`src/rtl/lane_sel_scan.sv`:
```
// rtl/lane_sel_scan.sv - registered lane selector with valid/ready output and auto-scan
module lane_sel_scan #(
    parameter int LANES      = 9,
    parameter int WIDTH      = 8,
    parameter int SEL_W      = 4,
    parameter bit ZERO_LANE0 = 1'b1
) (
    input  logic                   clk,
    input  logic                   rst_n,
    input  logic [LANES*WIDTH-1:0] data_in,
    input  logic [SEL_W-1:0]       sel,
    input  logic                   mode,
    input  logic                   in_valid,
    output logic                   in_ready,
    output logic                   out_valid,
    input  logic                   out_ready,
    output logic [WIDTH-1:0]       data_out,
    output logic [SEL_W-1:0]       lane_out,
    output logic                   sel_err
);

    localparam logic [SEL_W-1:0] LAST = SEL_W'(LANES - 1);

    typedef enum logic {S_EMPTY, S_FULL} state_t;

    state_t           r_state;
    logic [SEL_W-1:0] r_cnt;
    logic             r_mode_q;
    logic [WIDTH-1:0] r_data;
    logic [SEL_W-1:0] r_lane;
    logic             r_err;

    logic             w_accept;
    logic             w_rise;
    logic [SEL_W-1:0] w_idx;
    logic             w_oob;
    logic [WIDTH-1:0] w_lane_val;
    logic [WIDTH-1:0] w_data;

    assign out_valid = (r_state == S_FULL);
    assign in_ready  = !out_valid || out_ready;
    assign w_accept  = in_valid && in_ready;
    assign data_out  = r_data;
    assign lane_out  = r_lane;
    assign sel_err   = r_err;

    // A scan entry uses lane 0 in the same cycle, before the counter is cleared.
    assign w_rise = mode && !r_mode_q;
    assign w_idx  = mode ? (w_rise ? '0 : r_cnt) : sel;
    assign w_oob  = (w_idx > LAST);

    always_comb begin
        w_lane_val = '0;
        for (int k = 0; k < LANES; k++) begin
            if (w_idx == SEL_W'(k)) begin
                w_lane_val = data_in[k*WIDTH +: WIDTH];
            end
        end
    end

    always_comb begin
        w_data = w_lane_val;
        if (w_oob || (ZERO_LANE0 && (w_idx == '0))) begin
            w_data = '0;
        end
    end

    always_ff @(posedge clk or negedge rst_n) begin
        if (!rst_n) begin
            r_state  <= S_EMPTY;
            r_cnt    <= '0;
            r_mode_q <= 1'b0;
            r_data   <= '0;
            r_lane   <= '0;
            r_err    <= 1'b0;
        end else begin
            r_mode_q <= mode;

            if (w_rise) begin
                r_cnt <= w_accept ? SEL_W'(1) : '0;
            end else if (w_accept && mode) begin
                r_cnt <= (r_cnt == LAST) ? '0 : r_cnt + SEL_W'(1);
            end

            case (r_state)
                S_EMPTY: begin
                    if (w_accept) begin
                        r_state <= S_FULL;
                        r_data  <= w_data;
                        r_lane  <= w_idx;
                        r_err   <= w_oob;
                    end
                end
                S_FULL: begin
                    if (w_accept) begin
                        r_data <= w_data;
                        r_lane <= w_idx;
                        r_err  <= w_oob;
                    end else if (out_ready) begin
                        r_state <= S_EMPTY;
                    end
                end
                default: r_state <= S_EMPTY;
            endcase
        end
    end

endmodule

```
`config.mk`:
```
export PLATFORM = sky130hd
export DESIGN_NAME = lane_sel_scan
export DESIGN_NICKNAME = d
export VERILOG_FILES = /design/src/rtl/lane_sel_scan.sv
export SDC_FILE = /design/constraint.sdc
export NUM_CORES = 1
export LEC_CHECK = 0
export CAP_MARGIN = 20
export CORE_ASPECT_RATIO = 1.75
export CORE_MARGIN = 2
export CORE_UTILIZATION = 40
export DETAILED_ROUTE_END_ITERATION = 10
export PLACE_DENSITY_LB_ADDON = 0.3
export REMOVE_ABC_BUFFERS = 1
export SLEW_MARGIN = 20
export SYNTH_ARGS = -nofsm -noshare
export SYNTH_HDL_FRONTEND = slang
export SYNTH_SLANG_ARGS = --single-unit
```
`constraint.sdc`:
```
create_clock -name clk -period 3 [get_ports clk]
set_input_delay 0.6 -clock clk [delete_from_list [all_inputs] [get_ports clk]]
set_output_delay 0.6 -clock clk [all_outputs]
set_load 0.005 [all_outputs]
```
==> results of run 1 <==
-- worst max-delay path, cell delays in order --
cell             delay [ns]
clkdlybuf4s50_1        0.39
buf_4                  0.19
nand2b_2               0.26
nand2_1                0.31
buf_4                  0.24
nand2_1                0.06
a21oi_1                0.14
o221ai_1               0.17
a221oi_2               0.29
-- area by class of cell --
type,count,area [um2],area share
Clock inverter,1,5.00,0.00172
Clock buffer,3,41.3,0.0142
Sequential cell,19,475,0.163
Timing Repair Buffer,110,1060,0.365
Inverter,5,18.8,0.00645
Multi-Input combinational cell,192,1240,0.427
Tap cell,51,63.8,0.0219
-- state kept, by name (all words and copies together) (netlist names) --
signal,cells
r_mode_q,1
r_cnt,4
lane_out,4
sel_err,1
data_out,8
out_valid,1
-- per-stage QoR --
stage	utilization	power, W	area [um2]
4_1_cts	0.655	0.000928	2910
2_1_floorplan	-	0.000500	1740
6_report	0.655	0.000926	2910
5_1_grt	0.655	0.000973	2910
3_5_place_dp	0.644	0.000738	2860
3_3_place_gp	0.644	0.000733	2860
-- cells by family (layout without fill, tap and decap cells) --
group,Yosys count,count (layout),synth area share
AND/OR/NAND/NOR,96,96,0.244
AO/OA/AOI/OAI,93,93,0.404
buffers and inverters,24,119,0.0729
flip-flops,19,19,0.257
adder cells (fa/ha/maj),2,2,0.0135
multiplexers,1,1,0.00810
-- how the worst min path moves through the flow --
stage / to / slack (ns) / depth (start not counted)
after global placement: lane_out[3]$_DFFE_PN0P_ / 0.47 / 1
after CTS: lane_out[3]$_DFFE_PN0P_ / 0.49 / 1
after floorplan: data_out[0]$_DFFE_PN0P_ / 0.30 / 0
after detailed placement: lane_out[3]$_DFFE_PN0P_ / 0.47 / 1
after global routing: lane_out[3]$_DFFE_PN0P_ / 0.51 / 1
final: lane_out[3]$_DFFE_PN0P_ / 0.49 / 1
-- layout by cell type, fill, tap and decap left out, types with 3 or more instances in the layout --
master	synthesis	final
dfrtp_1	19	19
a21oi_1	38	38
nor2_1	14	14
clkdlybuf4s50_1	0	95
nand2_1	44	44
buf_4	3	15
a22o_1	8	8
nor3_1	15	15
o221ai_1	7	7
nand3_1	4	4
a221oi_2	7	7
o21ai_0	7	7
clkbuf_8	0	3
a221o_1	7	7
inv_1	3	3
and2_1	4	4
nand2b_1	5	5
-- metal layers --
metal,track usage,vias to the layer above
li1,-,1073
met1,0.293,1013
met2,0.463,114
met3,0.0358,15
met4,0.0996,0
met5,0,-
-- where the power goes --
| part | internal (W) | total, W | switching, W |
|---|---|---|---|
| logic | 0.000238 | 0.000423 | 0.000185 |
| clock network | 0.0000926 | 0.000189 | 0.0000967 |
| registers | 0.000283 | 0.000314 | 0.0000310 |
==> results_tabular.tex, run 1 <==
\begin{tabular}{lr}
\hline
Metric & Value \\
\hline
\multicolumn{2}{l}{\textbf{Critical path}} \\
\quad Reg-to-reg critical path startpoint & r\_mode\_q\$\_DFF\_PN0\_ \\
\quad Type of the worst setup path & in2reg \\
\quad RR Endpoint & data\_out[0]\$\_DFFE\_PN0P\_ \\
\quad Critical Path End Type & register \\
\quad Required time of the worst setup path & 3.17 ns \\
\quad Data arrival at the endpoint of the critical path & $\sim$2.7 ns \\
\quad Worst setup path endpoint & data\_out[0]\$\_DFFE\_PN0P\_ \\
\quad CP max FO & 19 \\
\quad Kind of start point of the critical path & input port \\
\quad Worst reg2reg setup slack & about 0.8 ns \\
\quad Launch point of the critical path & mode \\
\quad Depth of the most critical reg-to-reg path & 5 \\
\multicolumn{2}{l}{\textbf{STA}} \\
\quad Maximum clock frequency & about 0.40 GHz \\
\quad Total setup violations reported at the end of the flow & 0 \\
\quad Post-Route Hold Slack & between 0.4 and 0.5 ns \\
\quad Setup ws final & approximately 0.5 ns \\
\quad Fin crit period & between 2 and 2.5 ns \\
\quad Max-slew headroom at the worst pin & 0.602 \\
\quad Setup repair after global routing missed its margin & no \\
\quad Post-route fraction of the period consumed by the critical path & 0.831 \\
\quad Final Max Slew Viols & 0 \\
\quad Transition time at the pin with the least slew margin & roughly 0.6 ns \\
\quad Worst-case clock skew & approximately 0.0026 ns \\
\quad Setup\_tns & 0 ns \\
\quad Number of endpoints with negative hold slack in the final report & 0 \\
\multicolumn{2}{l}{\textbf{Route}} \\
\quad Detailed-route wire length on metal 1 & 2.63 mm \\
\quad Total length of routed wires & between 6 and 7 mm \\
\quad Wire length on met3 & 481 um \\
\quad Via count of the routed design & 2215 \\
\quad Total iterations of the first detailed-routing run & 6 \\
\quad Initial DRC Count & 169 \\
\quad Met2 wire length & 3.55 mm \\
\quad DR WL/cell & roughly 18 um \\
\quad ANT nets after route & 0 \\
\quad Post-route DRC & 0 \\
\quad Highest routed layer & met4 \\
\quad Post-detailed-route via-to-cell ratio & roughly 5.8 \\
\multicolumn{2}{l}{\textbf{Place}} \\
\quad Total of buffers placed on input and output ports & 95 \\
\quad Number of placed cells counting well taps & approximately 380 \\
\quad Placer congestion estimate & a little under 0.9 \\
\quad Worst slack, placed & approximately 0.25 ns \\
\quad Post-detail-place hpwl & around 5 mm \\
\multicolumn{2}{l}{\textbf{Global route}} \\
\quad Total gr overflow & 0 \\
\quad Number of global-route vias before repair & between 2000 and 2500 \\
\quad Wire length of the first global-routing pass & 10.4 mm \\
\quad Number of antenna violations at the first check in global routing & 0 \\
\quad Total GRT Usage & 0.254 \\
\quad Pin count of the biggest net entering global routing & 20 \\
\multicolumn{2}{l}{\textbf{Yosys}} \\
\quad Proportion of register bits with asynchronous set or reset after synthesis & 1.00 \\
\quad Cell count after synthesis & 235 \\
\quad Post-Synthesis Cell Area & 0.00185 mm2 \\
\quad Commonest cells post-synth & nand2\_1, a21oi\_1, dfrtp\_1, nor3\_1, nor2\_1 \\
\quad Most instantiated flip-flop cell in the synthesis netlist & dfrtp\_1 \\
\quad Fraction of the yosys area taken by sequential cells & 0.257 \\
\quad Mapped Avg Cell Area & slightly below 8 um2 \\
\quad Netlist cell types & 45 \\
\quad Yosys reg bits & 19 \\
\quad Synth area leaders & dfrtp\_1, a21oi\_1, nand2\_1, a221oi\_2, nor3\_1 \\
\quad Cell type with the largest total area after synthesis & dfrtp\_1 \\
\quad Share of Yosys cell area claimed by the top area cell type & 0.257 \\
\quad Count of flip-flops with a built-in enable after synthesis & 0 \\
\quad Number of synthesis warnings & 0 \\
\quad Dominant cell by count in the synthesized netlist & nand2\_1 \\
\multicolumn{2}{l}{\textbf{Floorplan}} \\
\quad Floorplan die width & around 55 um \\
\quad Boundary Pins & 96 \\
\quad Effective utilization at floorplan & 0.417 \\
\quad Overall die height & approximately 94 um \\
\quad Area of the die & approximately 0.0052 mm2 \\
\quad Floorplan core area & between 0.004 and 0.005 mm2 \\
\quad Number of placement rows & 32 \\
\multicolumn{2}{l}{\textbf{Finish}} \\
\quad Number of standard cells in the final layout excluding fillers & 381 \\
\quad Synth-to-layout area growth & 57.1\% \\
\quad Total of fill cells in the finished design & 406 \\
\quad Number of antenna diodes & 0 \\
\quad Ratio of cells with drive above 1 in the final layout & 0.130 \\
\quad Final net count & a little over 400 \\
\multicolumn{2}{l}{\textbf{Power and ir drop}} \\
\quad Leakage power of the design & 1.16 nW \\
\quad Max rail drop VDD & between 0.2 and 0.25 mV \\
\quad Power density of the placed cells & roughly 320 mW/mm2 \\
\multicolumn{2}{l}{\textbf{Run status}} \\
\quad Run status & finished clean \\
\multicolumn{2}{l}{\textbf{Clock tree}} \\
\quad PostCTS Resize Cnt & 0 \\
\quad Number of buffers between clock root and the deepest sink & 2 \\
\quad Hold bufs inserted after CTS & 0 \\
\quad CTS H-tree depth & 1 \\
\quad Clk pin slew, worst setup/hold paths & about 0.08 ns \\
\quad Later-pin clock latency in the skew report & around 0.26 ns \\
\quad CTS Root Buffer Type & clkbuf\_8 \\
\quad Count of buffers added by post-CTS timing repair for setup & 0 \\
\quad Clock sink total & 19 \\
\quad Cts bufs inserted & 3 \\
\quad Clock tree from TritonCTS & yes \\
\multicolumn{2}{l}{\textbf{Hold path}} \\
\quad Worst hold path class & reg2reg \\
\quad Critical hold path startpoint & lane\_out[3]\$\_DFFE\_PN0P\_ \\
\multicolumn{2}{l}{\textbf{Flow run}} \\
\quad Number of maximum-capacitance constraint violations & 0 \\
\hline
\end{tabular}
Power figures use the tool's default switching activity.
==> run 2, diff against run 1 <==
- clock period: 3 -> 2.3 ns (I/O delays scaled with it)
==> results_tabular.tex, run 2 (synthesized netlist as in run 1, its figures left out) <==
\begin{tabular}{lr}
\hline
Metric & Value \\
\hline
\multicolumn{2}{l}{\textbf{Clock tree}} \\
\quad Clock tree from TritonCTS & yes \\
\quad Clock sink total & 19 \\
\quad CTS H-tree depth & 1 \\
\quad Later-pin clock latency in the skew report & $\sim$0.27 ns \\
\quad CTS Root Buffer Type & clkbuf\_8 \\
\quad Clk pin slew, worst setup/hold paths & approximately 0.070 ns \\
\quad Cts bufs inserted & 3 \\
\quad Number of buffers between clock root and the deepest sink & 2 \\
\multicolumn{2}{l}{\textbf{Floorplan}} \\
\quad Boundary Pins & 96 \\
\quad Floorplan die width & between 50 and 60 um \\
\quad Effective utilization at floorplan & 0.417 \\
\quad Number of placement rows & 32 \\
\quad Floorplan core area & approximately 0.0044 mm2 \\
\quad Area of the die & between 0.005 and 0.006 mm2 \\
\quad Overall die height & between 90 and 100 um \\
\multicolumn{2}{l}{\textbf{Power and ir drop}} \\
\quad Power density of the placed cells & just over 400 mW/mm2 \\
\quad Leakage power of the design & 1.27 nW \\
\quad Power consumption & approximately 0.0013 W \\
\quad Max rail drop VDD & 0.449 mV \\
\multicolumn{2}{l}{\textbf{Route}} \\
\quad Total length of routed wires & between 6 and 7 mm \\
\quad Via count of the routed design & 2381 \\
\quad Total iterations of the first detailed-routing run & 5 \\
\quad Post-route DRC & 0 \\
\quad ANT nets after route & 0 \\
\quad DR WL/cell & around 17 um \\
\quad Initial DRC Count & $\sim$110 \\
\quad Post-detailed-route via-to-cell ratio & approximately 6.0 \\
\multicolumn{2}{l}{\textbf{Critical path}} \\
\quad Critical Path End Type & register \\
\quad Type of the worst setup path & in2reg \\
\quad Slowest stage cell on the critical path & o31ai\_4 \\
\quad Reg-to-reg critical path startpoint & r\_mode\_q\$\_DFF\_PN0\_ \\
\quad Longest individual stage delay on the worst path & 0.67 ns \\
\quad Kind of start point of the critical path & input port \\
\quad Worst-path cell chain & clkdlybuf4s50\_1, o31ai\_4, a221o\_1, o221ai\_1, a221oi\_2 \\
\quad Depth of the most critical reg-to-reg path & 7 \\
\quad Worst reg2reg setup slack & around 0.25 ns \\
\quad CP max FO & 16 \\
\quad RR Endpoint & data\_out[3]\$\_DFFE\_PN0P\_ \\
\quad Data arrival at the endpoint of the critical path & 2.33 ns \\
\quad Required time of the worst setup path & 2.47 ns \\
\multicolumn{2}{l}{\textbf{Finish}} \\
\quad Synth-to-layout area growth & 67.9\% \\
\quad Leading cell type in the layout, fill and taps excluded & clkdlybuf4s50\_1 \\
\quad Most used cells in the layout excluding fill and tap cells & clkdlybuf4s50\_1, nand2\_1, a21oi\_1 \\
\quad Ratio of cells with drive above 1 in the final layout & 0.168 \\
\quad Largest register FFs & 8 \\
\quad Number of antenna diodes & 0 \\
\quad Final cell utilization of the core & 0.700 \\
\quad Final net count & 429 \\
\multicolumn{2}{l}{\textbf{STA}} \\
\quad Setup repair after global routing missed its margin & no \\
\quad Total setup violations reported at the end of the flow & 0 \\
\quad Maximum clock frequency & between 0.4 and 0.5 GHz \\
\quad Worst-case clock skew & $\sim$0.0045 ns \\
\quad Setup\_tns & 0 ns \\
\quad Final Max Slew Viols & 0 \\
\quad Post-route fraction of the period consumed by the critical path & 0.940 \\
\quad Max-slew headroom at the worst pin & 0.527 \\
\quad Fin crit period & $\sim$2.2 ns \\
\quad Number of endpoints with negative hold slack in the final report & 0 \\
\quad Transition time at the pin with the least slew margin & 0.709 ns \\
\multicolumn{2}{l}{\textbf{Global route}} \\
\quad Pin count of the biggest net entering global routing & 21 \\
\quad Wire length of the first global-routing pass & 10.5 mm \\
\quad Number of antenna violations at the first check in global routing & 0 \\
\quad Total GRT Usage & 0.257 \\
\quad Total gr overflow & 0 \\
\quad Number of global-route vias before repair & between 2000 and 2500 \\
\multicolumn{2}{l}{\textbf{Run status}} \\
\quad Run status & finished clean \\
\multicolumn{2}{l}{\textbf{Hold path}} \\
\quad Worst Hold Path EP & lane\_out[2]\$\_DFFE\_PN0P\_ \\
\quad Critical hold path startpoint & lane\_out[2]\$\_DFFE\_PN0P\_ \\
\quad Worst hold path class & reg2reg \\
\quad Worst hold path cell count & 2 \\
\multicolumn{2}{l}{\textbf{Flow run}} \\
\quad Number of maximum-capacitance constraint violations & 0 \\
\multicolumn{2}{l}{\textbf{Place}} \\
\quad Total of buffers placed on input and output ports & 95 \\
\quad Placer congestion estimate & between 0.8 and 0.9 \\
\quad Post-detail-place hpwl & 5.11 mm \\
\hline
\end{tabular}
-- run 2: cell types whose count changed in the layout (fill, tap and decap cells not counted) --
cell / before / now
buf_4: 15 / 23
buf_12: 0 / 6
clkbuf_1: 0 / 1
clkinv_2: 1 / 0
dlymetal6s2s_1: 0 / 1
nand2b_4: 0 / 1
nand2b_2: 1 / 0
clkdlybuf4s50_1: 95 / 94
a21oi_2: 0 / 1
buf_6: 0 / 1
a21oi_1: 38 / 37
-- run 2: worst max-delay path by stage --
stage | startpoint | to | slack [ns] | cells past startpoint
after floorplan | r_mode_q$_DFF_PN0_ | data_out[0]$_DFFE_PN0P_ | 0.49 | 6
after global placement | mode | data_out[4]$_DFFE_PN0P_ | -0.19 | 9
after detailed placement | mode | data_out[3]$_DFFE_PN0P_ | -0.22 | 10
after CTS | mode | data_out[3]$_DFFE_PN0P_ | 0.04 | 10
after global routing | sel[0] | data_out[6]$_DFFE_PN0P_ | 0.06 | 5
final | sel[0] | data_out[3]$_DFFE_PN0P_ | 0.14 | 5
-- run 2: cell type report --
type | instances | area (um2)
Clock buffer | 4 | 45.0
Fill cell | 357 | 1330
Inverter | 5 | 18.8
Multi-Input combinational cell | 192 | 1250
Sequential cell | 19 | 475
Tap cell | 51 | 63.8
Timing Repair Buffer | 125 | 1260
-- run 2: worst max-delay path, delay by kind of cell --
| family | cells | cell delay [ns] |
|---|---|---|
| AOI/OAI and AO/OA | 4 | 1.35 |
| buffers and inverters | 1 | 0.51 |
-- run 2: power breakdown --
part	switching (W)	internal (W)
sequential	0.0000408	0.000369
clock	0.000125	0.000124
combinational	0.000254	0.000350
-- run 2: metrics by stage --
| stage | setup slack (ns) | instance area [um2] | hold WS, ns | cells |
|---|---|---|---|---|
| final | 0.138 | 3110 | 0.493 | 396 |
| after global routing | 0.0622 | 3110 | 0.526 | 396 |
| after CTS | 0.0414 | 3100 | 0.495 | 396 |
| after detailed placement | -0.225 | 3050 | 0.476 | 392 |
| after global placement | -0.193 | 3050 | 0.469 | 392 |
| after floorplan | 0.489 | 1740 | 0.164 | 216 |
-- run 2: what timing repair did --
item	CTS	global route
gates resized for setup	0	4
buffers inserted	0	0
setup endpoints to repair	0	7
hold buffers	0	0
-- run 2: metal layers --
metal  global-route usage  part of all wire  wire (um)  vias up
met4                0.132             0.029        197        0
met2                0.472              0.52       3580      148
li1                     -                 -          -     1100
met1                0.278              0.36       2490     1113
met5                    0                 0          0        -
met3               0.0413             0.088        608       20
==> run 3, diff against run 2 <==
- SETUP_SLACK_MARGIN: unset -> 0.2
==> results_tabular.tex, run 3 (synthesized netlist as in run 1, its figures left out) <==
\begin{tabular}{lr}
\hline
Metric & Value \\
\hline
\multicolumn{2}{l}{\textbf{STA}} \\
\quad Fin crit period & between 2 and 2.5 ns \\
\quad Total setup violations reported at the end of the flow & 0 \\
\quad Transition time at the pin with the least slew margin & 0.356 ns \\
\quad Maximum clock frequency & $\sim$0.50 GHz \\
\quad Worst-case clock skew & between 0.003 and 0.004 ns \\
\quad Final Max Slew Viols & 0 \\
\quad Max-slew headroom at the worst pin & 0.763 \\
\quad Post-route fraction of the period consumed by the critical path & 0.873 \\
\quad Number of endpoints with negative hold slack in the final report & 0 \\
\quad Setup repair after global routing missed its margin & no \\
\quad Setup ws final & a little under 0.3 ns \\
\multicolumn{2}{l}{\textbf{Critical path}} \\
\quad Worst-path cell chain & clkdlybuf4s50\_1, nand2b\_4, clkdlybuf4s50\_1 \\
\quad Slowest stage cell on the critical path & clkdlybuf4s50\_1 \\
\quad Type of the worst setup path & in2out \\
\quad Data arrival at the endpoint of the critical path & $\sim$1.6 ns \\
\quad Worst path most repeated cell & clkdlybuf4s50\_1 \\
\quad Kind of start point of the critical path & input port \\
\quad CP max FO & 5 \\
\quad Longest individual stage delay on the worst path & about 0.5 ns \\
\quad Cell family with the largest share of critical-path delay & buffers and inverters \\
\quad Critical path buffer and inverter count & 2 \\
\quad Critical Path End Type & output pin \\
\quad Required time of the worst setup path & between 1.5 and 2 ns \\
\multicolumn{2}{l}{\textbf{Finish}} \\
\quad Final cell utilization of the core & 0.706 \\
\quad Final net count & between 400 and 500 \\
\quad Ratio of cells with drive above 1 in the final layout & 0.176 \\
\quad Total of fill cells in the finished design & approximately 360 \\
\quad Area of all placed cells without fillers & 0.00314 mm2 \\
\quad Largest register FFs & 8 \\
\quad Leading cell type in the layout, fill and taps excluded & clkdlybuf4s50\_1 \\
\quad Number of antenna diodes & 0 \\
\quad Combined flip-flop and latch cell area & around 480 um2 \\
\quad Area of the multi-input gates & about 0.0013 mm2 \\
\quad Synth-to-layout area growth & 69.4\% \\
\quad Most used cells in the layout excluding fill and tap cells & clkdlybuf4s50\_1, nand2\_1, a21oi\_1 \\
\multicolumn{2}{l}{\textbf{Floorplan}} \\
\quad Effective utilization at floorplan & 0.417 \\
\quad Overall die height & between 90 and 100 um \\
\quad Floorplan die width & between 50 and 60 um \\
\quad Number of placement rows & 32 \\
\quad Floorplan core area & $\sim$0.0044 mm2 \\
\quad Area of the die & 0.00521 mm2 \\
\quad Boundary Pins & 96 \\
\multicolumn{2}{l}{\textbf{Place}} \\
\quad Post-detail-place hpwl & around 5.1 mm \\
\quad Total of buffers placed on input and output ports & between 90 and 100 \\
\quad Placer congestion estimate & between 0.8 and 0.9 \\
\quad Total cell area at the placement stage & between 0.003 and 0.004 mm2 \\
\quad Worst slack, placed & -0.225 ns \\
\multicolumn{2}{l}{\textbf{Route}} \\
\quad Total iterations of the first detailed-routing run & 4 \\
\quad Initial DRC Count & 88 \\
\quad Via count of the routed design & between 2000 and 2500 \\
\quad Post-route DRC & 0 \\
\quad ANT nets after route & 0 \\
\quad Post-detailed-route via-to-cell ratio & roughly 6 \\
\quad DR WL/cell & around 17 um \\
\quad Total length of routed wires & $\sim$7 mm \\
\multicolumn{2}{l}{\textbf{Run status}} \\
\quad Run status & finished clean \\
\multicolumn{2}{l}{\textbf{Global route}} \\
\quad Total gr overflow & 0 \\
\quad Pin count of the biggest net entering global routing & 21 \\
\quad Wire length of the first global-routing pass & about 11 mm \\
\quad Number of global-route vias before repair & 2350 \\
\quad Number of antenna violations at the first check in global routing & 0 \\
\quad Total GRT Usage & 0.258 \\
\multicolumn{2}{l}{\textbf{Clock tree}} \\
\quad Cts bufs inserted & 3 \\
\quad Later-pin clock latency in the skew report & between 0.2 and 0.3 ns \\
\quad Clock tree from TritonCTS & yes \\
\quad CTS Root Buffer Type & clkbuf\_8 \\
\quad Clock sink total & 19 \\
\quad Number of buffers between clock root and the deepest sink & 2 \\
\quad CTS H-tree depth & 1 \\
\quad Clk pin slew, worst setup/hold paths & $\sim$0.07 ns \\
\multicolumn{2}{l}{\textbf{Power and ir drop}} \\
\quad Leakage power of the design & 1.28 nW \\
\quad Max rail drop VDD & $\sim$0.45 mV \\
\quad Power density of the placed cells & 403 mW/mm2 \\
\multicolumn{2}{l}{\textbf{Flow run}} \\
\quad Number of maximum-capacitance constraint violations & 0 \\
\multicolumn{2}{l}{\textbf{Hold path}} \\
\quad Worst hold path class & reg2reg \\
\hline
\end{tabular}
## run 3: final timing paths
kind	start	end	slack (ns)	cells past startpoint
max in group asynchronous	rst_n	r_mode_q$_DFF_PN0_	1.54	2
setup reg to reg	r_mode_q$_DFF_PN0_	data_out[3]$_DFFE_PN0P_	0.41	7
hold reg to reg	lane_out[0]$_DFFE_PN0P_	lane_out[0]$_DFFE_PN0P_	0.49	2
hold / removal	lane_out[0]$_DFFE_PN0P_	lane_out[0]$_DFFE_PN0P_	0.49	2
min in group asynchronous	rst_n	lane_out[1]$_DFFE_PN0P_	0.53	2
setup / recovery	out_ready	in_ready	0.29	3
## run 3: cell type report
cell class / count / area share
sequential: 19 / 0.152
clock buffer: 4 / 0.0143
tap: 51 / 0.0203
inverter: 5 / 0.00598
multi-input combinational: 192 / 0.401
timing repair buffer: 126 / 0.407
## run 3: stage by stage
| stage | instances | total power [W] | hold WS (ns) | TNS [ns] |
|---|---|---|---|---|
| after floorplan | 216 | 0.000652 | 0.164 | 0 |
| after global placement | 392 | 0.00100 | 0.469 | -1.38 |
| after detailed placement | 392 | 0.00101 | 0.476 | -1.60 |
| after CTS | 397 | 0.00127 | 0.495 | 0 |
| after global routing | 397 | 0.00134 | 0.526 | 0 |
| final | 397 | 0.00127 | 0.495 | 0 |
## run 3: power by group
group          switching, W  leakage, nW  internal, W
Sequential        0.0000408        0.246     0.000370
Clock              0.000126       0.0228     0.000124
Combinational      0.000253         1.01     0.000354
Total              0.000419         1.28     0.000847
## run 3: worst register-to-register path: cells and delay by family, from the launching register on
family / cells / cell delay, ns
AO/OA/AOI/OAI: 4 / 0.68
flip-flops: 1 / 0.51
AND/OR/NAND/NOR: 2 / 0.45
buffers and inverters: 1 / 0.16
## run 3: what timing repair did
item	in CTS	in global routing
pin swaps	2	1
hold buffers	0	0
setup buffers	1	0
endpoints found under the setup margin	8	6
gates resized for setup	3	4
## run 3: layer usage
metal  vias up  part of all wire  global-route usage
li1       1100                 -                   -
met1      1107              0.37               0.278
met3        22             0.089              0.0427
met2       144              0.52               0.470
met5         -                 0                   0
met4         0             0.029               0.138
